==> config.mk <==
export PLATFORM = sky130hd
export DESIGN_NAME = adder_rr_scheduler
export DESIGN_NICKNAME = d
export VERILOG_FILES = /design/src/rtl/alu_pkg.sv /design/src/rtl/adder32bit.sv /design/src/rtl/rr_arbiter.sv /design/src/rtl/adder_rr_scheduler.sv
export SDC_FILE = /design/constraint.sdc
export NUM_CORES = 1
export LEC_CHECK = 0
export ABC_CLOCK_PERIOD_IN_PS = 15610
export CAP_MARGIN = 5
export CORE_UTILIZATION = 43
export CTS_CLUSTER_DIAMETER = 150
export DETAILED_ROUTE_END_ITERATION = 6
export PLACE_DENSITY = 0.86
export SLEW_MARGIN = 15
export SYNTH_ARGS = -nofsm -noshare
export SYNTH_HDL_FRONTEND = slang
export SYNTH_SLANG_ARGS = --single-unit
==> constraint.sdc <==
create_clock -name clk -period 15.61 [get_ports clk]
set_input_delay 3.122 -clock clk [delete_from_list [all_inputs] [get_ports clk]]
set_output_delay 3.122 -clock clk [all_outputs]
set_load 0.005 [all_outputs]
==> src/rtl/alu_pkg.sv <==
// Shared types for the shared-adder scheduler: FSM state encoding and datapath width.
package alu_pkg;

  localparam int ADD_W = 32;

  typedef enum logic [1:0] {
    IDLE = 2'd0,
    EXEC = 2'd1,
    RESP = 2'd2
  } state_t;

endpackage

==> src/rtl/adder32bit.sv <==
// Area-oriented ripple-carry adder: one full-adder cell per bit, no lookahead.
module adder32bit
  import alu_pkg::*;
(
  input  logic [ADD_W-1:0] i_a,
  input  logic [ADD_W-1:0] i_b,
  input  logic             i_cin,
  output logic [ADD_W-1:0] o_adder_out,
  output logic             o_carry_out
);

  always_comb begin : p_ripple
    logic v_c;
    o_adder_out = '0;
    v_c         = i_cin;
    for (int i = 0; i < ADD_W; i++) begin
      o_adder_out[i] = i_a[i] ^ i_b[i] ^ v_c;
      v_c            = (i_a[i] & i_b[i]) | (v_c & (i_a[i] ^ i_b[i]));
    end
    o_carry_out = v_c;
  end

endmodule

==> src/rtl/rr_arbiter.sv <==
// Combinational round-robin arbiter: grants the first asserted request at or
// above i_ptr, wrapping past NUM_REQ-1 back to 0.
module rr_arbiter #(
  parameter int NUM_REQ = 4,
  parameter int ID_W    = 2
) (
  input  logic [NUM_REQ-1:0] i_req,
  input  logic [ID_W-1:0]    i_ptr,
  output logic [NUM_REQ-1:0] o_grant,
  output logic [ID_W-1:0]    o_grant_idx,
  output logic               o_any_grant
);

  always_comb begin : p_search
    logic [ID_W-1:0] v_idx;
    o_grant     = '0;
    o_grant_idx = '0;
    o_any_grant = 1'b0;
    v_idx       = '0;
    // Walk from the farthest candidate down to i_ptr so the nearest one wins.
    for (int i = NUM_REQ - 1; i >= 0; i--) begin
      v_idx = ID_W'((int'(i_ptr) + i) % NUM_REQ);
      if (i_req[v_idx]) begin
        o_grant        = '0;
        o_grant[v_idx] = 1'b1;
        o_grant_idx    = v_idx;
        o_any_grant    = 1'b1;
      end
    end
  end

endmodule

==> src/rtl/adder_rr_scheduler.sv <==
// Shares one adder32bit between NUM_REQ requesters with round-robin arbitration;
// one transaction in flight, result held on a single id-tagged response port.
module adder_rr_scheduler
  import alu_pkg::*;
#(
  parameter int NUM_REQ = 4,
  parameter int ID_W    = 2
) (
  input  logic                     clk,
  input  logic                     rst_n,
  input  logic [NUM_REQ-1:0]       req_valid,
  output logic [NUM_REQ-1:0]       req_ready,
  input  logic [ADD_W*NUM_REQ-1:0] req_a,
  input  logic [ADD_W*NUM_REQ-1:0] req_b,
  input  logic [NUM_REQ-1:0]       req_cin,
  output logic                     rsp_valid,
  input  logic                     rsp_ready,
  output logic [ADD_W-1:0]         rsp_sum,
  output logic                     rsp_cout,
  output logic [ID_W-1:0]          rsp_id,
  output logic                     busy,
  output state_t                   dbg_state,
  output logic [ID_W-1:0]          dbg_rr_ptr
);

  // Handshake: a transfer happens on a rising edge where valid && ready. Sources
  // hold valid and payload stable until that edge; valid never depends on ready.

  state_t                 r_state;
  state_t                 w_state_nxt;
  logic [ID_W-1:0]        r_rr_ptr;
  logic [ID_W-1:0]        r_op_id;
  logic [ADD_W-1:0]       r_op_a;
  logic [ADD_W-1:0]       r_op_b;
  logic                   r_op_cin;
  logic                   r_rsp_valid;
  logic [ADD_W-1:0]       r_rsp_sum;
  logic                   r_rsp_cout;
  logic [ID_W-1:0]        r_rsp_id;

  logic [NUM_REQ-1:0]     w_grant;
  logic [ID_W-1:0]        w_grant_idx;
  logic                   w_any_grant;
  logic                   w_accept;
  logic [NUM_REQ-1:0]     w_req_ready;
  logic [ID_W-1:0]        w_ptr_nxt;
  logic [ADD_W-1:0]       w_add_sum;
  logic                   w_add_cout;

  rr_arbiter #(
    .NUM_REQ (NUM_REQ),
    .ID_W    (ID_W)
  ) u_arb (
    .i_req       (req_valid),
    .i_ptr       (r_rr_ptr),
    .o_grant     (w_grant),
    .o_grant_idx (w_grant_idx),
    .o_any_grant (w_any_grant)
  );

  adder32bit u_adder (
    .i_a         (r_op_a),
    .i_b         (r_op_b),
    .i_cin       (r_op_cin),
    .o_adder_out (w_add_sum),
    .o_carry_out (w_add_cout)
  );

  always_comb begin
    w_state_nxt = r_state;
    w_accept    = 1'b0;
    w_req_ready = '0;
    case (r_state)
      IDLE: begin
        if (w_any_grant) begin
          w_accept    = 1'b1;
          w_req_ready = w_grant;
          w_state_nxt = EXEC;
        end
      end
      EXEC:    w_state_nxt = RESP;
      RESP: begin
        if (r_rsp_valid && rsp_ready) begin
          w_state_nxt = IDLE;
        end
      end
      default: w_state_nxt = IDLE;
    endcase
  end

  assign w_ptr_nxt = (w_grant_idx == ID_W'(NUM_REQ - 1)) ? '0 : w_grant_idx + 1'b1;

  always_ff @(posedge clk or negedge rst_n) begin
    if (!rst_n) begin
      r_state <= IDLE;
    end else begin
      r_state <= w_state_nxt;
    end
  end

  always_ff @(posedge clk or negedge rst_n) begin
    if (!rst_n) begin
      r_rr_ptr    <= '0;
      r_op_id     <= '0;
      r_op_a      <= '0;
      r_op_b      <= '0;
      r_op_cin    <= 1'b0;
      r_rsp_valid <= 1'b0;
      r_rsp_sum   <= '0;
      r_rsp_cout  <= 1'b0;
      r_rsp_id    <= '0;
    end else begin
      if (w_accept) begin
        r_op_a   <= req_a[w_grant_idx*ADD_W +: ADD_W];
        r_op_b   <= req_b[w_grant_idx*ADD_W +: ADD_W];
        r_op_cin <= req_cin[w_grant_idx];
        r_op_id  <= w_grant_idx;
        r_rr_ptr <= w_ptr_nxt;
      end
      if (r_state == EXEC) begin
        r_rsp_sum   <= w_add_sum;
        r_rsp_cout  <= w_add_cout;
        r_rsp_id    <= r_op_id;
        r_rsp_valid <= 1'b1;
      end else if (r_state == RESP && r_rsp_valid && rsp_ready) begin
        // Payload stays put after the handshake; only valid drops.
        r_rsp_valid <= 1'b0;
      end
    end
  end

  // Gating with rst_n keeps ready low while reset is held even if requests are up.
  assign req_ready  = w_req_ready & {NUM_REQ{rst_n}};
  assign rsp_valid  = r_rsp_valid;
  assign rsp_sum    = r_rsp_sum;
  assign rsp_cout   = r_rsp_cout;
  assign rsp_id     = r_rsp_id;
  assign busy       = (r_state != IDLE);
  assign dbg_state  = r_state;
  assign dbg_rr_ptr = r_rr_ptr;

endmodule
==> summary.md, run 1 <==
| Metric | Value |
|---|---|
| Outcome | finished, final reports clean |
| Post-route ant nets | 0 |
| Hpwl dp | 17600 um |
| Filler Cell Count | 1306 |
| Synth cell count leaders | nand2_1 (177), mux2i_1 (110), dfrtp_1 (107) |
| Pre-antenna DRT Iters | 5 |
| Share of layout cells above drive strength 1 | 5.67% |
| Max Freq | 0.0744 GHz |
| First-iteration detailed-routing DRC count | 432 |
| Area Overhead vs Synth | 50.3% |
| Cell with the most instances after synthesis | nand2_1 |
| LEAKAGE | 0.00483 uW |
| Final WL | 22500 um |
| Die Ht | 130 um |
| Max Cap Viol | 0 |
| Post-Synthesis Net Count | 1015 |
| Most used cell, CP | fa_1 |
| Dpl ws | 2.29 ns |
| Remaining global-route overflow | 0 |
| IO Pins | 312 |
| Worst Hold Class | reg2reg |
| Final Slew Violations | 0 |
| Internal power | 488 uW |
| Clock Sinks | 107 |
| Net Sw Frac | 24.2% |
| Highest fanout seen on the critical path | 2 |
| Critical path arrival | 13.68 ns |
| Worst setup EP type | register |
| Total GRT Usage | 27.3% |
| Clock slew at reported path FFs | 0.07 ns |
| CP Launch Type | register |
| Setup TNS | 0 ns |
| Num rows | 46 |
| WL/cell | 18.7 um |
| Top_reg_cell synth | dfrtp_1 |
| DRC violations left | 0 |
| Post-CTS Setup Bufs | 0 |
| Tcrit/Tclk final | 86.1% |
| CTS tree | done |
| Worst Tran Pin Value | 1.07 ns |
| Setup violations, final | 0 |
| Vias in the first global route | 6322 |
| Hold Vio Cnt, Final | 0 |
| Async S/R FF share, synth | 100% |
| Die X | 130 um |
| Clock Latency Late Sink | 0.35 ns |
| RSZ-0062 raised after global routing | no |
| Post-CTS Hold Fix Bufs | 0 |
| Antenna Cells | 0 |
| Max incr delay on CP | 0.45 ns |
| Worst path slowest cell | fa_1 |
| Vias post-DR | 6393 |
| Initial antenna violation count | 0 |
| Clock share of power | 36.1% |
| Peak supply drop | 0.0000491 V |
| Netlist cell types | 40 |
| Syn_area_per_cell | 9.88 sq um |
| CTS-repair resized insts | 0 |
| Number of buffers created by CTS | 9 |
| Combinational power share | 20.9% |
| Sequential fraction of the synthesis area | 38.3% |
| Leading area contributor after synthesis | dfrtp_1 |
| Synth warnings | 0 |
| #FFs+latches synth | 107 |
| Synth Instances | 708 |
| Count of buffers from port buffering | 311 |
| Flop pwr share | 43.0% |
| Area of the multi-input gates | 0.00406 sq mm |
| Pwr dens | 61.3 mW/mm^2 |
| Fin nets | 1290 |
| Synth top area share | 38.3% |
| FF/Latch Area | 0.00268 sq mm |
| WP data required | 15.86 ns |
| Switching power | 156 uW |
| Worst setup path class | reg2reg |
| Initial Util | 44.0% |
| Syn Std Cell Area | 0.00699 sq mm |
| Largest cells by area after synthesis | dfrtp_1 (38%), mux2i_1 (16%), nand2_1 (9.5%), fa_1 (9.2%), mux2_2 (3.4%) |
| Slew headroom | 28.8% |
| Max Clock Skew | 0.0132 ns |
| Reg2reg setup slack | 2.18 ns |
| Vias per std cell | 5.31 |
| Worst setup margin | 2.18 ns |
| Die area | 0.0168 sq mm |
| Final min period | 13.43 ns |
| Global-route wire length before repair | 34000 um |
| Core ar. | 0.0159 sq mm |
| Root Driver | clkbuf_16 |
| Gpl congestion | 0.855 |
| Post-synth EDFFs | 0 |
| CTS max path bufs | 2 |
| H-tree depth | 3 |
| Largest net degree at the start of global routing | 86 |
==> power by group through the flow <==
stage                     sequential (uW)  clock, uW  combinational [uW]
after floorplan                       283          0                51.5
after detailed placement              282          0                 136
final                                 277        233                 134
after CTS                             277        237                 136
after global placement                282          0                 134
after global routing                  277        247                 145
==> placed cells by master, fill, tap and decap left out, types with 2 or more instances in the layout <==
cell type and n:
o221ai_1 27, inv_1 12, buf_4 7, clkbuf_16 9, fa_1 32, mux2_2 21
o211ai_1 22, o21ai_0 28, ha_1 8, mux2i_1 110, a21oi_1 4, o22ai_2 2
clkdlybuf4s50_1 310, o21ai_1 16, nor2_1 9, nand2_1 175, a21boi_0 2, dfrtp_1 107
nand3_1 24, a22o_1 8, a21o_1 24
==> cell type report <==
cell class	instances	share of cell area [%]
clock buffer	10	2.18
clock inverter	6	0.679
inverter	12	0.429
multi-input combinational	536	38.6
sequential	107	25.5
tap	216	2.57
timing repair buffer	317	30.0
==> per-stage QoR <==
stage / util (%) / cell area (sq um) / hold WS (ns) / std cells / power (uW)
after global placement: 64.3 / 10200 / 0.450 / 1188 / 416
after floorplan: - / 6990 / 0.439 / 708 / 334
after detailed placement: 64.3 / 10200 / 0.460 / 1188 / 418
final: 66.2 / 10500 / 0.472 / 1204 / 644
after global routing: 66.2 / 10500 / 0.491 / 1204 / 669
after CTS: 66.2 / 10500 / 0.476 / 1204 / 650
==> critical path, delay by kind of cell (launching register included) <==
kind | cells | cell delay, ns
adders and majority gates | 32 | 12.56
DFF | 1 | 0.41
buffers and inverters | 3 | 0.21
AOI/OAI and AO/OA | 1 | 0.16
==> metal layers <==
metal	part of all wire (%)	track usage, %
met5	0	0
met4	0.96	5.27
met3	6.6	5.99
met2	51	47.8
met1	41	34.8
==> flip-flops by register name, indices dropped and copies added, names as in the netlist <==
signal / cells
dbg_rr_ptr: 2
dbg_state: 2
r_op_a: 32
r_op_b: 32
r_op_cin: 1
r_op_id: 2
rsp_cout: 1
rsp_id: 2
rsp_sum: 32
rsp_valid: 1
==> cells by family after synthesis <==
family          count (synthesis)  synth area share (%)
buf+inv                        65                  4.49
flops                         107                  38.3
xor+xnor                        2                 0.251
compound gates                140                  14.2
fa+ha+maj                      40                  10.6
mux                           133                  19.5
simple gates                  221                  12.7
==> worst paths after layout <==
check,start,end,depth (start not counted)
worst max register to register,r_op_a[0]$_DFFE_PN0P_,rsp_sum[31]$_DFFE_PN0P_,36
max in group asynchronous,rst_n,rsp_sum[23]$_DFFE_PN0P_,2
worst min register to register,r_op_id[0]$_DFFE_PN0P_,rsp_id[0]$_DFFE_PN0P_,2
worst max-delay path,r_op_a[0]$_DFFE_PN0P_,rsp_sum[31]$_DFFE_PN0P_,36
min in group asynchronous,rst_n,r_op_a[12]$_DFFE_PN0P_,1
worst min-delay path,r_op_id[0]$_DFFE_PN0P_,rsp_id[0]$_DFFE_PN0P_,2
Note: power is estimated with default switching activity, not from simulation.
==> inputs of run 2 (changes only) <==
--- a/config.mk
+++ b/config.mk
@@ -11,7 +11,6 @@
 export CTS_CLUSTER_DIAMETER = 150
 export DETAILED_ROUTE_END_ITERATION = 6
 export PLACE_DENSITY = 0.86
-export SLEW_MARGIN = 15
 export SYNTH_ARGS = -nofsm -noshare
 export SYNTH_HDL_FRONTEND = slang
 export SYNTH_SLANG_ARGS = --single-unit
==> results of run 2 <==
No change in the layout: final DEF, timing and power equal those of run 1.
